<file path="config.mk">
export PLATFORM = sky130hd
export DESIGN_NAME = fs4_tdm_mixer
export DESIGN_NICKNAME = d
export VERILOG_FILES = /design/src/rtl/fs4_tdm_mixer.sv
export SDC_FILE = /design/constraint.sdc
export NUM_CORES = 1
export LEC_CHECK = 0
export ABC_AREA = 1
export CAP_MARGIN = 20
export CORE_MARGIN = 1.5
export CORE_UTILIZATION = 45
export CTS_BUF_LIST = sky130_fd_sc_hd__clkbuf_4
export DETAILED_ROUTE_END_ITERATION = 6
export PLACE_DENSITY = 0.74
export SETUP_SLACK_MARGIN = 0.5
export SYNTH_ARGS = -nofsm -noshare
export SYNTH_HDL_FRONTEND = slang
export SYNTH_SLANG_ARGS = --single-unit
</file>
<file path="constraint.sdc">
create_clock -name clk_i -period 1.87 [get_ports clk_i]
set_clock_uncertainty 0.2 [all_clocks]
set_input_delay 0.374 -clock clk_i [delete_from_list [all_inputs] [get_ports clk_i]]
set_output_delay 0.374 -clock clk_i [all_outputs]
set_load 0.01 [all_outputs]
</file>
<file path="src/rtl/fs4_tdm_mixer.sv">
// Per-channel fs/4 and fs/2 I/Q rotator for TDM streams.
// Registered output stage with a one-entry skid buffer keeps full throughput under backpressure.
module fs4_tdm_mixer #(
    parameter int unsigned DATA_WIDTH = 16,
    parameter int unsigned NUM_CH     = 4,
    parameter int unsigned SATURATE   = 1,
    parameter int unsigned CH_W       = (NUM_CH > 1) ? $clog2(NUM_CH) : 1
) (
    input  logic                         clk_i,
    input  logic                         reset_ni,
    input  logic                         valid_i,
    output logic                         ready_o,
    input  logic signed [DATA_WIDTH-1:0] I_i,
    input  logic signed [DATA_WIDTH-1:0] Q_i,
    input  logic [CH_W-1:0]              ch_i,
    input  logic [1:0]                   mode_i,
    input  logic [NUM_CH-1:0]            dir_i,
    input  logic                         phase_clr_i,
    output logic                         valid_o,
    input  logic                         ready_i,
    output logic signed [DATA_WIDTH-1:0] I_o,
    output logic signed [DATA_WIDTH-1:0] Q_o,
    output logic [CH_W-1:0]              ch_o,
    output logic [1:0]                   phase_o
);

    localparam int unsigned DW = DATA_WIDTH;
    localparam logic signed [DW-1:0] MIN_V = {1'b1, {(DW-1){1'b0}}};
    localparam logic signed [DW-1:0] MAX_V = {1'b0, {(DW-1){1'b1}}};

    typedef struct packed {
        logic [DW-1:0]   i;
        logic [DW-1:0]   q;
        logic [CH_W-1:0] ch;
        logic [1:0]      ph;
    } beat_t;

    function automatic logic signed [DW-1:0] neg(input logic signed [DW-1:0] x);
        if ((SATURATE != 0) && (x == MIN_V)) begin
            return MAX_V;
        end
        return -x;
    endfunction

    logic [1:0] cntr_q [NUM_CH];
    logic [1:0] cntr_d [NUM_CH];
    beat_t      out_q, out_d, skid_q, skid_d, beat_in;
    logic       out_valid_q, out_valid_d;
    logic       skid_valid_q, skid_valid_d;
    logic       ready_q, ready_d;
    logic       accept, in_range;
    logic [1:0] p, rot_sel;
    logic signed [DW-1:0] rot_i, rot_q;

    assign accept = valid_i && ready_q;

    // Look up the channel's phase; out-of-range channels leave in_range low.
    always_comb begin
        in_range = 1'b0;
        p        = 2'd0;
        for (int unsigned c = 0; c < NUM_CH; c++) begin
            if (ch_i == CH_W'(c)) begin
                in_range = 1'b1;
                p        = cntr_q[c];
            end
        end
    end

    always_comb begin
        rot_sel = 2'd0;
        if (in_range) begin
            case (mode_i)
                2'b01:   rot_sel = p;
                2'b10:   rot_sel = {p[0], 1'b0};
                default: rot_sel = 2'd0;
            endcase
        end
    end

    always_comb begin
        rot_i = I_i;
        rot_q = Q_i;
        case (rot_sel)
            2'd1: begin rot_i = neg(Q_i); rot_q = I_i;      end
            2'd2: begin rot_i = neg(I_i); rot_q = neg(Q_i); end
            2'd3: begin rot_i = Q_i;      rot_q = neg(I_i); end
            default: ;
        endcase
    end

    always_comb begin
        beat_in.i  = rot_i;
        beat_in.q  = rot_q;
        beat_in.ch = ch_i;
        beat_in.ph = in_range ? p : 2'd0;
    end

    // Phase step on every accepted in-range beat; a clear overrides it.
    always_comb begin
        for (int unsigned c = 0; c < NUM_CH; c++) begin
            cntr_d[c] = cntr_q[c];
            if (accept && (ch_i == CH_W'(c))) begin
                cntr_d[c] = dir_i[c] ? (cntr_q[c] + 2'd1) : (cntr_q[c] - 2'd1);
            end
            if (phase_clr_i) begin
                cntr_d[c] = 2'd0;
            end
        end
    end

    // Output/skid staging: skid drains first so order is kept.
    always_comb begin
        out_d        = out_q;
        out_valid_d  = out_valid_q;
        skid_d       = skid_q;
        skid_valid_d = skid_valid_q;
        if (!out_valid_q || ready_i) begin
            if (skid_valid_q) begin
                out_d        = skid_q;
                out_valid_d  = 1'b1;
                skid_valid_d = 1'b0;
            end else begin
                out_valid_d = accept;
                if (accept) begin
                    out_d = beat_in;
                end
            end
        end else if (accept) begin
            skid_d       = beat_in;
            skid_valid_d = 1'b1;
        end
        ready_d = !skid_valid_d;
    end

    always_ff @(posedge clk_i or negedge reset_ni) begin
        if (!reset_ni) begin
            out_q        <= '0;
            skid_q       <= '0;
            out_valid_q  <= 1'b0;
            skid_valid_q <= 1'b0;
            ready_q      <= 1'b0;
            for (int unsigned c = 0; c < NUM_CH; c++) begin
                cntr_q[c] <= 2'd0;
            end
        end else begin
            out_q        <= out_d;
            skid_q       <= skid_d;
            out_valid_q  <= out_valid_d;
            skid_valid_q <= skid_valid_d;
            ready_q      <= ready_d;
            for (int unsigned c = 0; c < NUM_CH; c++) begin
                cntr_q[c] <= cntr_d[c];
            end
        end
    end

    assign ready_o = ready_q;
    assign valid_o = out_valid_q;
    assign I_o     = out_q.i;
    assign Q_o     = out_q.q;
    assign ch_o    = out_q.ch;
    assign phase_o = out_q.ph;

endmodule
</file>
==> impl_metrics.py <==
metrics = {
    "routing": {
        "route.vias.total": 7226,
        "met2RoutedLength_um": 11000,
        "drt_pre_antenna_iters": 5,
        "route.antenna.remaining_nets": 0,
        "viasPerCell": 5.51,
        "route.met3.wl_um": 1600,
        "routed.top_layer": "met4",
        "route.detailed.wl_per_inst_um": 17.0,
        "finalWirelength_um": 22300,
        "initialDrtViolationCount": 802,
        "m1WireLength_um": 8510,
        "drc_errors": 0,
    },
    "clock_network": {
        "clock_sink_count": 83,
        "tritoncts_buffer_count": 9,
        "cts.reportedPaths.clkPinSlew_ns": 0.15,
        "clkLatencyLatePin_ns": 0.49,
        "cts-root-to-sink-buffers": 2,
        "clk_root_buffer_cell": "clkbuf_4",
        "cts_tree": "built",
        "number_of_levels_in_the_clock_h_tree": 3,
    },
    "synth": {
        "yosys.area.top_type_share_pct": 35.7,
        "async_reset_ff_share_pct": 100,
        "sequential_to_total_area_share_from_yosys_stat_pct": 35.7,
        "yosys.cell_count.top_type": "nand2_1",
        "synth_area_um2": 5820,
        "syn_avg_cell_area_um2": 6.38,
        "synth_top_area_cell": "dfrtp_1",
        "netlist_top_cells_area": "dfrtp_1, nand2_1, nor2_1, nand3_1, nand4_1",
        "ys.warnings.count": 0,
        "synth_ff_type": "dfrtp_1",
        "synth.top_cells.by_count": "nand2_1, nor2_1, dfrtp_1",
        "synthCells": 912,
        "yosys.cell_types.count": 32,
        "syn_nets": 961,
        "post_synth_edffs": 0,
        "ys_seq_elements": 83,
    },
    "sta": {
        "rsz0062_at_grt": "yes",
        "final_critical_path_setup_slack_ns": -0.317,
        "slew_headroom_pct": 70.0,
        "clock.fmax_ghz": 0.457,
        "timing.final.crit_period_ns": 2.19,
        "timing.final.max_slew_violations": 0,
        "worstMarginPinSlew_ns": 0.450,
        "final-setup-viol-count": 64,
        "totalNegativeSetupSlack_ns": -13.46,
        "timing.final.crit_share_pct": 117,
        "number_of_hold_violations_in_the_final_report": 0,
        "fin_hold_ws_ns": 0.0454,
    },
    "min_path": {
        "worst_hold_path_type": "input port to flop",
        "min_delay_worst_endpoint": "skid_q[31]$_DFFE_PN0P_",
        "worst_hold_path.num_cells": 3,
        "worstHoldStart": "I_i[11]",
    },
    "final_layout": {
        "finish.net_count": 1183,
        "fillers": 889,
        "final_layout_size_suffix_gt1_share_pct": 36.4,
        "fin_cells": 1312,
        "area_delta_synth_final_pct": 61.6,
        "final_area_um2": 9410,
    },
    "run_status": {
        "status": "finished, violations left",
        "violated_checks": "setup timing",
    },
    "floorplanning": {
        "effective_utilization_at_floorplan_pct": 46.1,
        "floorplan.rows": 41,
        "io_pins": 83,
        "die_height_um": 117,
        "floorplan.core_area_um2": 12600,
        "fp.dieW_um": 117,
        "die_area_um2": 13600,
    },
    "place": {
        "total_instance_count_after_detailed_placement": 1240,
        "io_buffer_count": 82,
        "dpl-instance-area_um2": 7750,
        "dp.final_hpwl_um": 12500,
        "finalWeightedCongestion": 0.891,
    },
    "grt": {
        "vias_in_the_first_global_route": 6505,
        "grt_first_pass_wirelength_um": 30600,
        "global_route.usage.total_pct": 29.1,
        "overall_overflow_remaining_after_global_route": 0,
        "grt_max_degree": 84,
        "grt_antenna_before_repair": 1,
    },
    "flow_run": {
        "number_of_maximum_capacitance_constraint_violations": 0,
    },
    "critical_path": {
        "worst_r2r_path_cells": 15,
        "critical_path.endpoint_type": "flop",
        "critPathLaunchType": "input port",
        "crit_slowest_cell": "dlygate4sd2_1",
        "worst_r2r_startpoint": "cntr_q[5]$_DFFE_PN0P_",
        "cpMostUsedCell": "nand2_1",
        "cp.required_ns": 2.08,
        "r2r_slack_ns": -0.28,
        "worst_path_bufs_invs": 3,
        "cell_by_cell_trace_of_the_critical_path": "dlygate4sd2_1 > nor2_1 > nand2_1 > nand2_1 > nor2_2 > nand2_2 > buf_4 > a21oi_4 > buf_12 > nand2_1 > nand2_1 > nand2_1 > nand2_2 > nand2_1 > nand2_1 > nand2_1",
        "arrival_time_worst_endpoint_ns": 2.39,
        "path_max_fanout": 10,
        "crit_type": "input port to flop",
        "cell_family_with_the_largest_share_of_critical_path_delay": "simple AND/OR/NAND/NOR gates",
        "end_of_the_worst_register_to_register_path": "I_o[15]$_DFFE_PN0P_",
        "max_stage_delay_on_crit_path_ns": 0.39,
    },
    "pwr": {
        "power_per_cell_area_nw_per_um2": 754,
        "vdd_ir_drop_max_uv": 632,
        "total_power_mw": 7.09,
        "cellLeakagePower_nw": 4.79,
    },
}
## worst max-delay path by stage
stage	start	depth (start not counted)	to
2_1_floorplan	ch_i[0]	14	I_o[11]$_DFFE_PN0P_
3_3_place_gp	ch_i[0]	15	I_o[14]$_DFFE_PN0P_
3_5_place_dp	ch_i[0]	15	I_o[14]$_DFFE_PN0P_
4_1_cts	cntr_q[2]$_DFFE_PN0P_	12	Q_o[12]$_DFFE_PN0P_
5_1_grt	ch_i[1]	15	I_o[9]$_DFFE_PN0P_
6_report	ch_i[1]	16	I_o[15]$_DFFE_PN0P_
## placed cells by master, fill, tap and decap left out, drive strengths merged, types with 13 or more instances in the layout
cell type / instances
clkdlybuf4s50: 35
nand4: 54
dfrtp: 83
inv: 72
buf: 209
a31oi: 17
nand3: 81
clkbuf: 13
o21ai: 50
nor2: 159
nand2: 311
## sequential cells by signal, summed over array words and instances (netlist names)
register	cells
cntr_q	8
Q_o	16
skid_valid_q	1
phase_o	2
I_o	16
ch_o	2
ready_o	1
valid_o	1
skid_q	36
## report_power, final
part / internal (mW) / switching, mW
combinational: 1.50 / 1.69
clock: 0.539 / 0.701
sequential: 2.34 / 0.324
## repair_timing
item                                    in CTS  in global routing
hold buffers                                 1                  0
endpoints found under the hold margin       83                  0
gates cloned                                 8                  4
setup buffers                               24                 18
pin swaps                                   29                 60
resized for setup                          286                161
endpoints found under the setup margin     119                119
## through the flow
| stage | utilization (%) | worst slack, ns |
|---|---|---|
| finish | 74.6 | -0.317 |
| global route | 74.6 | -0.449 |
| CTS | 67.8 | -0.125 |
| detailed placement | 61.5 | -0.986 |
| global placement | 61.5 | -0.941 |
| floorplan | - | -0.0271 |
## layer usage
| layer | vias up | track usage [%] |
|---|---|---|
| met5 | - | 0 |
| met4 | 0 | 10.7 |
| met3 | 101 | 5.29 |
| met2 | 350 | 50.1 |
| met1 | 3379 | 36.4 |
| li1 | 3396 | - |
## area by class of cell
cell class	instances	area, um^2	share of cell area (%)
Antenna cell	1	2.50	0.0266
Clock buffer	9	67.6	0.718
Tap cell	172	215	2.29
Inverter	75	323	3.43
Sequential cell	83	2080	22.1
Multi-Input combinational cell	707	4140	44.0
Clock inverter	7	91.3	0.970
Timing Repair Buffer	258	2490	26.5
## cells by family (layout without fill, tap and decap cells)
family | after synthesis | count (layout) | synth area share [%]
and+or+nand+nor | 610 | 610 | 44.7
AOI/OAI and AO/OA | 77 | 77 | 7.43
DFF | 83 | 83 | 35.7
xor gates and xnor gates | 16 | 16 | 2.41
buffers and inverters | 122 | 349 | 8.92
other | 0 | 1 | 0
adders and majority gates | 4 | 4 | 0.860
## worst register-to-register path, stage by stage, from the launching register on
cell	delay [ns]
dfrtp_1	0.38
inv_1	0.06
nand2_1	0.08
nand2_1	0.07
nor2_2	0.16
nand2_2	0.12
buf_4	0.18
a21oi_4	0.20
buf_12	0.16
nand2_1	0.06
nand2_1	0.07
nand2_1	0.08
nand2_2	0.08
nand2_1	0.06
nand2_1	0.07
nand2_1	0.05
Note: power is estimated with default switching activity, not from simulation.
